**src/rtl/retro_bram_arbiter.sv**
```systemverilog
// Shares one single-port, one-cycle BRAM between several requesters: round-robin grant,
// optional fixed-priority port, anti-starvation timer, read data routed back one cycle later.
module retro_bram_arbiter #(
  parameter int AddressBusWidth = 16,
  parameter int DataBusWidth    = 1,
  parameter int Ports           = 2,
  parameter int PriorityPort    = -1,
  parameter int MaxWait         = 4
) (
  input  logic                              Clk,
  input  logic                              Reset,
  input  logic [Ports-1:0]                  ReqAccess,
  input  logic [Ports*DataBusWidth-1:0]     ReqWrite,
  input  logic [Ports*AddressBusWidth-1:0]  ReqAddress,
  input  logic [Ports*8*DataBusWidth-1:0]   ReqDin,
  output logic [Ports-1:0]                  ReqReady,
  output logic [Ports-1:0]                  ReqDataReady,
  output logic [8*DataBusWidth-1:0]         ReqDout,
  output logic                              MemAccess,
  output logic [DataBusWidth-1:0]           MemWrite,
  output logic [AddressBusWidth-1:0]        MemAddress,
  output logic [8*DataBusWidth-1:0]         MemDin,
  input  logic [8*DataBusWidth-1:0]         MemDout
);

  localparam int PtrW = $clog2(Ports);
  localparam int CntW = $clog2(MaxWait + 1);
  localparam bit PrioEn = (PriorityPort >= 0) && (PriorityPort < Ports);
  localparam logic [PtrW-1:0] PrioPtr = PrioEn ? PtrW'(PriorityPort) : '0;
  localparam logic [PtrW-1:0] LastPtr = PtrW'(Ports - 1);
  localparam logic [CntW-1:0] MaxCnt  = CntW'(MaxWait);

  logic [PtrW-1:0]  rr_ptr_q, rr_ptr_d;
  logic [CntW-1:0]  wait_cnt_q [Ports];
  logic [CntW-1:0]  wait_cnt_d [Ports];
  logic [Ports-1:0] rd_tag_q, rd_tag_d;

  logic [Ports-1:0] starving_s, grant_s;
  logic [PtrW:0]    st_pick_s, rr_pick_s;
  logic [PtrW-1:0]  win_idx_s;
  logic             win_valid_s, win_rr_s;

  // First set bit of mask at or after ptr, wrapping; returns {found, index}.
  function automatic logic [PtrW:0] rr_pick(input logic [Ports-1:0] mask, input logic [PtrW-1:0] ptr);
    logic          found;
    logic [PtrW-1:0] sel;
    logic [PtrW:0] idx;
    found = 1'b0;
    sel   = '0;
    for (int k = 0; k < Ports; k++) begin
      idx = {1'b0, ptr} + (PtrW+1)'(k);
      idx = (idx >= (PtrW+1)'(Ports)) ? idx - (PtrW+1)'(Ports) : idx;
      if (!found && mask[idx[PtrW-1:0]]) begin
        found = 1'b1;
        sel   = idx[PtrW-1:0];
      end
    end
    return {found, sel};
  endfunction

  always_comb begin
    starving_s = '0;
    for (int i = 0; i < Ports; i++) begin
      starving_s[i] = ReqAccess[i] && (wait_cnt_q[i] >= MaxCnt) && !(PrioEn && (i == PriorityPort));
    end
  end

  assign st_pick_s = rr_pick(starving_s, rr_ptr_q);
  assign rr_pick_s = rr_pick(ReqAccess, rr_ptr_q);

  // Winner: starved port, then priority port, then round-robin; nothing while in reset.
  always_comb begin
    win_valid_s = 1'b0;
    win_idx_s   = '0;
    win_rr_s    = 1'b0;
    if (Reset) begin
      win_valid_s = 1'b0;
    end else if (st_pick_s[PtrW]) begin
      win_valid_s = 1'b1;
      win_idx_s   = st_pick_s[PtrW-1:0];
      win_rr_s    = 1'b1;
    end else if (PrioEn && ReqAccess[PrioPtr]) begin
      win_valid_s = 1'b1;
      win_idx_s   = PrioPtr;
    end else if (rr_pick_s[PtrW]) begin
      win_valid_s = 1'b1;
      win_idx_s   = rr_pick_s[PtrW-1:0];
      win_rr_s    = 1'b1;
    end else begin
      win_valid_s = 1'b0;
    end
  end

  // One-hot grant drives an AND-OR mux of the winner's request fields.
  always_comb begin
    grant_s    = '0;
    MemWrite   = '0;
    MemAddress = '0;
    MemDin     = '0;
    for (int i = 0; i < Ports; i++) begin
      grant_s[i] = win_valid_s && (win_idx_s == PtrW'(i));
      MemWrite   = MemWrite   | ({DataBusWidth{grant_s[i]}}    & ReqWrite[i*DataBusWidth +: DataBusWidth]);
      MemAddress = MemAddress | ({AddressBusWidth{grant_s[i]}} & ReqAddress[i*AddressBusWidth +: AddressBusWidth]);
      MemDin     = MemDin     | ({8*DataBusWidth{grant_s[i]}}  & ReqDin[i*8*DataBusWidth +: 8*DataBusWidth]);
    end
  end

  assign ReqReady     = grant_s;
  assign MemAccess    = |grant_s;
  assign ReqDataReady = rd_tag_q;
  assign ReqDout      = MemDout;

  always_comb begin
    rr_ptr_d = rr_ptr_q;
    if (win_valid_s && win_rr_s) begin
      rr_ptr_d = (win_idx_s == LastPtr) ? '0 : win_idx_s + PtrW'(1);
    end else begin
      rr_ptr_d = rr_ptr_q;
    end
    rd_tag_d = grant_s & {Ports{MemWrite == '0}};
    for (int i = 0; i < Ports; i++) begin
      if ((PrioEn && (i == PriorityPort)) || !ReqAccess[i] || grant_s[i]) begin
        wait_cnt_d[i] = '0;
      end else if (wait_cnt_q[i] < MaxCnt) begin
        wait_cnt_d[i] = wait_cnt_q[i] + CntW'(1);
      end else begin
        wait_cnt_d[i] = wait_cnt_q[i];
      end
    end
  end

  always_ff @(posedge Clk or posedge Reset) begin
    if (Reset) begin
      rr_ptr_q <= '0;
      rd_tag_q <= '0;
      for (int i = 0; i < Ports; i++) begin
        wait_cnt_q[i] <= '0;
      end
    end else begin
      rr_ptr_q <= rr_ptr_d;
      rd_tag_q <= rd_tag_d;
      for (int i = 0; i < Ports; i++) begin
        wait_cnt_q[i] <= wait_cnt_d[i];
      end
    end
  end

  retro_bram_arbiter_chk #(
    .Ports        (Ports),
    .PriorityPort (PriorityPort)
  ) u_chk (
    .Clk   (Clk),
    .Reset (Reset)
  );

endmodule

// Flags a PriorityPort index that does not exist; such a value behaves as pure round-robin.
module retro_bram_arbiter_chk #(
  parameter int Ports        = 2,
  parameter int PriorityPort = -1
) (
  input logic Clk,
  input logic Reset
);

  localparam bit PrioOutOfRange = (PriorityPort >= Ports);

  always @(posedge Clk) begin
    if (!Reset) begin
      assert (!PrioOutOfRange);
    end
  end

endmodule
```
**config.mk**
```make
export PLATFORM = sky130hd
export DESIGN_NAME = retro_bram_arbiter
export DESIGN_NICKNAME = d
export VERILOG_FILES = /design/src/rtl/retro_bram_arbiter.sv
export SDC_FILE = /design/constraint.sdc
export NUM_CORES = 1
export LEC_CHECK = 0
export CAP_MARGIN = 20
export CORE_MARGIN = 2
export CORE_UTILIZATION = 23
export DETAILED_ROUTE_END_ITERATION = 10
export GPL_TIMING_DRIVEN = 0
export HOLD_SLACK_MARGIN = 0.15
export PLACE_DENSITY = 0.77
export SKIP_LAST_GASP = 1
export SYNTH_ARGS = -nofsm -noshare
export SYNTH_HDL_FRONTEND = slang
export SYNTH_HIERARCHICAL = 1
export SYNTH_SLANG_ARGS = --single-unit
```
**constraint.sdc**
```tcl
create_clock -name Clk -period 1.6 [get_ports Clk]
set_input_delay 0.4 -clock Clk [delete_from_list [all_inputs] [get_ports Clk]]
set_output_delay 0.4 -clock Clk [all_outputs]
set_load 0.01 [all_outputs]
```
==> Implementation_results.wiki, run 1 <==
{| class="wikitable"
! Metric !! Value
|-
| Outcome || finished, violations left
|-
| Violated checks || negative setup slack
|-
| Switching power || 263 uW
|-
| Max Transition Viols Final || 0
|-
| Pre-antenna DRT Iters || 4
|-
| Crit-path cells || nor2b_4, a221oi_4, buf_6, buf_6, a22o_1, buf_2
|-
| Worst Path Max Fanout || 6
|-
| Worst ir drop on vdd || 206 uV
|-
| Final critical-path share of the clock period || 130%
|-
| Number of register bits inferred by synthesis || 9
|-
| Number of sinks on the clock net || 9
|-
| Number of port buffers || 91
|-
| Area contributors post-synth || sky130_fd_sc_hd__dfrtp_1 29%, sky130_fd_sc_hd__a22o_1 28%, sky130_fd_sc_hd__buf_4 9.5%
|-
| Clock Pin Slew Worst Setup and Hold Paths || 0.06 ns
|-
| Leak || 0.000837 uW
|-
| Setup CP Type || register to primary output
|-
| Full die area || 3910 sq um
|-
| Leading area contributor after synthesis || sky130_fd_sc_hd__dfrtp_1
|-
| Initial core utilization || 23.8%
|-
| Post-route ant nets || 0
|-
| Setup-violating endpoint count in the final report || 27
|-
| Final RePlAce weighted congestion || 0.760
|-
| Area share of the largest cell type after synthesis || 28.6%
|-
| Die Y || 62.5 um
|-
| Type of destination of the critical path || primary output
|-
| # H-tree levels || 1
|-
| Sequential cell fraction of total power || 29.1%
|-
| Clock tree from TritonCTS || done
|-
| I/O pin count || 100
|-
| Clock skew || 0.00684 ns
|-
| Critical path data arrival time || 1.67 ns
|-
| Placement row count || 21
|-
| Synthesized netlist cell count || 78
|-
| Final total negative setup slack || -11.54 ns
|-
| Largest net degree at the start of global routing || 11
|-
| Deepest clock path buffer count || 2
|-
| First-pass GRT wire length || 4.87 mm
|-
| # nets final || 248
|-
| Filler cell count in the final layout || 343
|-
| Setup crit start || wait_cnt_q[5]
|-
| All-Layer GR Usage || 15.4%
|-
| Buf/Inv on CP || 3
|-
| Routed WL per cell || 13.8 um
|-
| Path category of the worst min-delay check || primary input to async pin
|-
| Delay-heaviest family, CP || compound AO/OA/AOI/OAI gates
|-
| Maximum clock frequency || 482 MHz
|-
| Rel. slew slack || 82.8%
|-
| Layout-stage area growth over the synthesis result || 126%
|-
| Remaining routing DRC violations || 0
|-
| Clk Tree Root Cell || sky130_fd_sc_hd__clkbuf_4
|-
| Source-to-sink clock delay at the later pin of the worst-skew pair || 0.25 ns
|-
| Least-Margin Pin Slew || 0.258 ns
|-
| Area of the core || 3310 sq um
|-
| Area of the mapped netlist || 787 sq um
|-
| Share of layout cells above drive strength 1 || 36.1%
|-
| Distinct cells, synth || 21
|-
| Routed WL || 3.16 mm
|-
| Max-capacitance violation count || 0
|-
| Minimum clock period after layout || 2.07 ns
|-
| Reg-to-Reg Start || wait_cnt_q[5]
|-
| Hold Slack || 0.332 ns
|-
| Clock share of power || 18.6%
|-
| Vias in the first global route || 1103
|-
| Crit-path max cell delay || 0.43 ns
|-
| Power Density || 510 nW/um^2
|-
| Antenna diodes || 0
|-
| Combinational group share of total power || 52.4%
|-
| Critical Path Stages || 6
|-
| Net switching share of the total power || 29.1%
|-
| Final Hold Vio Count || 0
|-
| Syn Area/Cell || 10.1 sq um
|-
| Overflow left after global routing || 0
|-
| Worst reg-to-reg setup slack || 0.13 ns
|-
| Internal power component || 642 uW
|-
| Die X || 62.5 um
|-
| Number of DRC violations after detailed-routing iteration 0 || 6
|-
| CP max-delay cell || sky130_fd_sc_hd__dfrtp_2
|-
| Worst setup slack after layout || -0.473 ns
|-
| Required time at the endpoint of the critical path || 1.20 ns
|-
| Detailed placement HPWL || 2.71 mm
|-
| Synth warn || 6
|-
| Synthesized netlist net count || 142
|-
| Initial antenna violation count || 0
|-
| Via count || 1038
|-
| Most frequent CP cell || sky130_fd_sc_hd__buf_6
|-
| RSZ-0062 raised after global routing || true
|-
| Via/cell ratio || 4.53
|-
| Sequential-to-total area share from yosys stat || 28.6%
|-
| Depth of the most critical reg-to-reg path || 6
|-
| CTS Buf Count || 3
|-
| Worst Setup Start Kind || register
|}
-- Yosys cell counts (all sizes together) --
master	count
ha	2
nor2b	1
mux2i	2
o21ba	1
and2b	3
o21ai	2
buf	14
nand3b	1
nand2	3
nor3b	2
nor2	6
inv	1
nand2b	2
a22o	25
a221oi	1
dfrtp	9
o2111a	1
xnor2	2
-- tightest hold or removal path, delay by kind of cell --
kind,cells,cell delay [ns]
buffers and inverters,3,0.53
-- power by group through the flow --
stage	registers (uW)	clock network [uW]	logic, uW
5_1_grt	265	186	510
6_report	263	168	474
2_1_floorplan	266	0	196
3_3_place_gp	266	0	482
4_1_cts	263	175	477
3_5_place_dp	269	0	494
-- layout by cell type (no fill, tap or decap), types with 2 or more instances in the layout --
cell                              instances
sky130_fd_sc_hd__a22o_1                  25
sky130_fd_sc_hd__and2b_1                  3
sky130_fd_sc_hd__buf_2                   24
sky130_fd_sc_hd__buf_4                   18
sky130_fd_sc_hd__buf_6                    9
sky130_fd_sc_hd__clkbuf_4                 3
sky130_fd_sc_hd__clkdlybuf4s50_1         60
sky130_fd_sc_hd__dfrtp_1                  7
sky130_fd_sc_hd__dfrtp_2                  2
sky130_fd_sc_hd__ha_1                     2
sky130_fd_sc_hd__mux2i_1                  2
sky130_fd_sc_hd__nand2_1                  3
sky130_fd_sc_hd__nand2b_4                 2
sky130_fd_sc_hd__nor2_1                   6
sky130_fd_sc_hd__o21ai_0                  2
sky130_fd_sc_hd__xnor2_1                  2
-- cell families after synthesis --
kind of cell | synth area share, %
AO/OA/AOI/OAI | 35.1
XOR/XNOR | 2.23
adder cells (fa/ha/maj) | 3.18
buffers and inverters | 14.9
flip-flops | 28.6
multiplexers | 2.54
AND/OR/NAND/NOR | 13.4
-- state kept, by name, summed over array words and instances (netlist names) --
name / count
wait_cnt_q: 6
ReqDataReady: 2
rr_ptr_q: 1
-- per-layer routing --
metal / global-route usage (%) / wire length, um
met5: 0 / 0
met4: 0.833 / 0
met3: 4.50 / 250
met2: 32.3 / 1830
met1: 15.3 / 1090
-- final timing paths --
path	end
worst max-delay path	MemDin[2]
worst min-delay path	rr_ptr_q
min in group Clk	wait_cnt_q[3]
worst min register to register	rr_ptr_q
worst max register to register	ReqDataReady[1]
max in group asynchronous	wait_cnt_q[2]
-- stage by stage --
| stage | std cells | setup WS (ns) | utilization [%] | power, uW | instance area [sq um] |
|---|---|---|---|---|---|
| 2_1_floorplan | 78 | -0.0690 | - | 463 | 805 |
| 3_3_place_gp | 215 | -1.28 | 53.6 | 749 | 1770 |
| 3_5_place_dp | 215 | -1.30 | 53.6 | 763 | 1770 |
| 4_1_cts | 230 | -0.466 | 53.8 | 916 | 1780 |
| 5_1_grt | 229 | -0.551 | 53.7 | 961 | 1780 |
| 6_report | 229 | -0.473 | 53.7 | 905 | 1780 |
-- area by class of cell --
cell class	instances	area, sq um	share of cell area, %
Timing Repair Buffer	102	880	49.5
Sequential cell	9	228	12.8
Clock buffer	4	26.3	1.48
Tap cell	46	57.6	3.24
Buffer	13	113	6.34
Inverter	1	7.51	0.423
Multi-Input combinational cell	54	465	26.2
-- timing repair --
item | 4_1_cts | 5_1_grt
resized for setup | 125 | 8
pin swaps | 2 | 3
gates cloned | 2 | 0
endpoints found under the setup margin | 35 | 31
hold buffers | 0 | 0
setup buffers | 9 | 3
Note: power is estimated with default switching activity, not from simulation.
==> inputs of run 2 (changes only) <==
Settings changed: CORE_UTILIZATION 23 to 24, CTS_BUF_LIST from default to sky130_fd_sc_hd__clkbuf_4, PLACE_DENSITY 0.77 to 0.79, SKIP_CTS_REPAIR_TIMING from default to 1.
==> Implementation_results.wiki, run 2 (synthesis results as in run 1) <==
{| class="wikitable"
! Metric !! Value
|-
| Outcome || finished, violations left
|-
| Violated checks || negative setup slack
|-
| Power Density || 524 nW/um^2 (+2.8%)
|-
| Setup-violating endpoint count in the final report || 27 (unchanged)
|-
| Clock Pin Slew Worst Setup and Hold Paths || 0.07 ns (about the same)
|-
| Sequential cell fraction of total power || 27.7% (-1.4 points)
|-
| Rel. slew slack || 87.9% (+5.2 points)
|-
| Placement row count || 20 (-4.8%)
|-
| Worst Setup Start Kind || register
|-
| Type of destination of the critical path || primary output
|-
| CTS Buf Count || 3 (unchanged)
|-
| Least-Margin Pin Slew || 0.176 ns (-0.0824 ns)
|-
| Source-to-sink clock delay at the later pin of the worst-skew pair || 0.27 ns (+0.02 ns)
|-
| Number of sinks on the clock net || 9 (unchanged)
|-
| Initial antenna violation count || 0 (unchanged)
|-
| Required time at the endpoint of the critical path || 1.20 ns (about the same)
|-
| Net switching share of the total power || 29.8% (+0.69 points)
|-
| Multi-input combinational cell area || 465 sq um (unchanged)
|-
| Deepest clock path buffer count || 2 (unchanged)
|-
| Pre-antenna DRT Iters || 3 (-1)
|-
| Critical path data arrival time || 1.68 ns (about the same)
|-
| Overflow left after global routing || 0 (unchanged)
|-
| Number of port buffers || 91 (unchanged)
|-
| Vias in the first global route || 981 (-11%)
|-
| Post-placement worst setup slack || -1.31 ns (-0.0128 ns)
|-
| Die Y || 61.3 um (-2.0%)
|-
| Instance area at placement || 1770 sq um (-0.14%)
|-
| I/O pin count || 100 (unchanged)
|-
| Worst ir drop on vdd || 400 uV (+94%)
|-
| Final RePlAce weighted congestion || 0.707 (-7.0%)
|-
| Routed WL || 3.28 mm (+3.7%)
|-
| Clock skew || 0.00332 ns (-0.00351 ns)
|-
| Clock share of power || 21.3% (+2.7 points)
|-
| Minimum clock period after layout || 2.08 ns (+0.00887 ns)
|-
| Worst Path Max Fanout || 6 (unchanged)
|-
| Number of DRC violations after detailed-routing iteration 0 || 20 (+14)
|-
| Register area || 228 sq um (unchanged)
|-
| Path category of the worst min-delay check || primary input to async pin
|-
| Switching power || 282 uW (+7.1%)
|-
| Top library cells by usage in the layout, fill and taps aside || 60 x sky130_fd_sc_hd__clkdlybuf4s50_1, 25 x sky130_fd_sc_hd__a22o_1, 21 x sky130_fd_sc_hd__buf_4
|-
| Final Hold Vio Count || 0 (unchanged)
|-
| All-Layer GR Usage || 15.3% (-0.14 points)
|-
| Remaining routing DRC violations || 0 (unchanged)
|-
| Final critical-path share of the clock period || 130% (+0.55 points)
|-
| Max-capacitance violation count || 0 (unchanged)
|-
| Routed WL per cell || 14.1 um (+2.3%)
|-
| Combinational group share of total power || 50.9% (-1.5 points)
|-
| Initial core utilization || 25.6% (+1.8 points)
|-
| Leak || 0.000872 uW (+4.2%)
|-
| Die X || 61.3 um (-2.0%)
|-
| Full die area || 3750 sq um (-3.9%)
|-
| Maximum clock frequency || 480 MHz (-0.43%)
|-
| Worst reg-to-reg setup slack || 0.12 ns (about the same)
|-
| Setup CP Type || register to primary output
|-
| Design area || 1810 sq um (+1.8%)
|-
| Internal power component || 665 uW (+3.6%)
|-
| RSZ-0062 raised after global routing || true
|-
| Share of layout cells above drive strength 1 || 37.8% (+1.7 points)
|-
| Max FFs per register || 6 (unchanged)
|-
| Register with the most flip-flops || wait_cnt_q
|-
| Max Transition Viols Final || 0 (unchanged)
|-
| Via count || 1013 (-2.4%)
|-
| Layout-stage area growth over the synthesis result || 130%
|-
| Clock tree from TritonCTS || done
|-
| Most frequent standard cell in the layout excluding fill and tap cells || sky130_fd_sc_hd__clkdlybuf4s50_1
|-
| Via/cell ratio || 4.37 (-3.7%)
|-
| Antenna diodes || 0 (unchanged)
|-
| Clk Tree Root Cell || sky130_fd_sc_hd__clkbuf_4
|-
| Final total negative setup slack || -11.81 ns (-0.269 ns)
|-
| Worst setup slack after layout || -0.482 ns (-0.00887 ns)
|-
| # nets final || 253 (+2.0%)
|-
| Total power || 948 uW (+4.7%)
|-
| Area of the core || 3080 sq um (-7.0%)
|-
| Post-route ant nets || 0 (unchanged)
|-
| First-pass GRT wire length || 4.27 mm (-12%)
|-
| Filler cell count in the final layout || 283 (-17%)
|-
| Largest net degree at the start of global routing || 11 (unchanged)
|-
| # H-tree levels || 1 (unchanged)
|-
| Detailed placement HPWL || 2.57 mm (-5.0%)
|}
[run 2: cell types whose count changed in the layout (fill, tap and decap cells not counted), sizes merged]
cell           delta
buf              -13
clkbuf           +18
clkdlybuf4s15     -2
dlygate4sd2       -1
dlygate4sd3       +1
dlymetal6s2s      +2
[run 2: critical path, stage by stage (launching register included)]
cell	delay, ns
sky130_fd_sc_hd__dfrtp_2	0.42
sky130_fd_sc_hd__nor2b_4	0.14
sky130_fd_sc_hd__a221oi_4	0.26
sky130_fd_sc_hd__buf_6	0.17
sky130_fd_sc_hd__buf_4	0.14
sky130_fd_sc_hd__a22o_1	0.14
sky130_fd_sc_hd__clkbuf_2	0.13
[run 2: worst paths after layout]
path,start,end,cells after the start
max in group asynchronous,Reset,wait_cnt_q[4],3
min reg2reg,wait_cnt_q[3],wait_cnt_q[3],3
min,Reset,wait_cnt_q[1],3
min in group Clk,ReqAccess[0],wait_cnt_q[3],3
max,wait_cnt_q[5],MemAddress[14],6
max reg2reg,wait_cnt_q[5],wait_cnt_q[4],6
[run 2: layout make-up]
cell class	instances	area share, %
multi-input combinational	54	25.7
inverter	1	0.415
sequential	9	12.6
clock buffer	4	1.66
tap	44	3.04
buffer	14	7.05
timing repair buffer	106	49.5
[run 2: power by group through the flow]
stage / Combinational, uW / Sequential [uW] / Clock, uW
after floorplan: 196 / 266 / 0
after global placement: 479 / 266 / 0
after detailed placement: 492 / 269 / 0
after CTS: 495 / 264 / 203
after global routing: 518 / 264 / 220
final: 483 / 263 / 202
[run 2: routing by layer]
metal	vias to the layer above	routed length [um]	track usage [%]
li1	506	-	-
met1	467	1170	16.7
met2	38	1900	28.1
met3	2	193	5.25
met4	0	18	3.73
met5	-	0	0
[run 2: stage by stage]
| step | util (%) | instances | hold slack [ns] |
|---|---|---|---|
| floorplan | - | 78 | 0.187 |
| global placement | 57.5 | 213 | 0.494 |
| detailed placement | 57.5 | 213 | 0.514 |
| CTS | 58.5 | 217 | 0.455 |
| global route | 58.8 | 232 | 0.238 |
| finish | 58.8 | 232 | 0.223 |
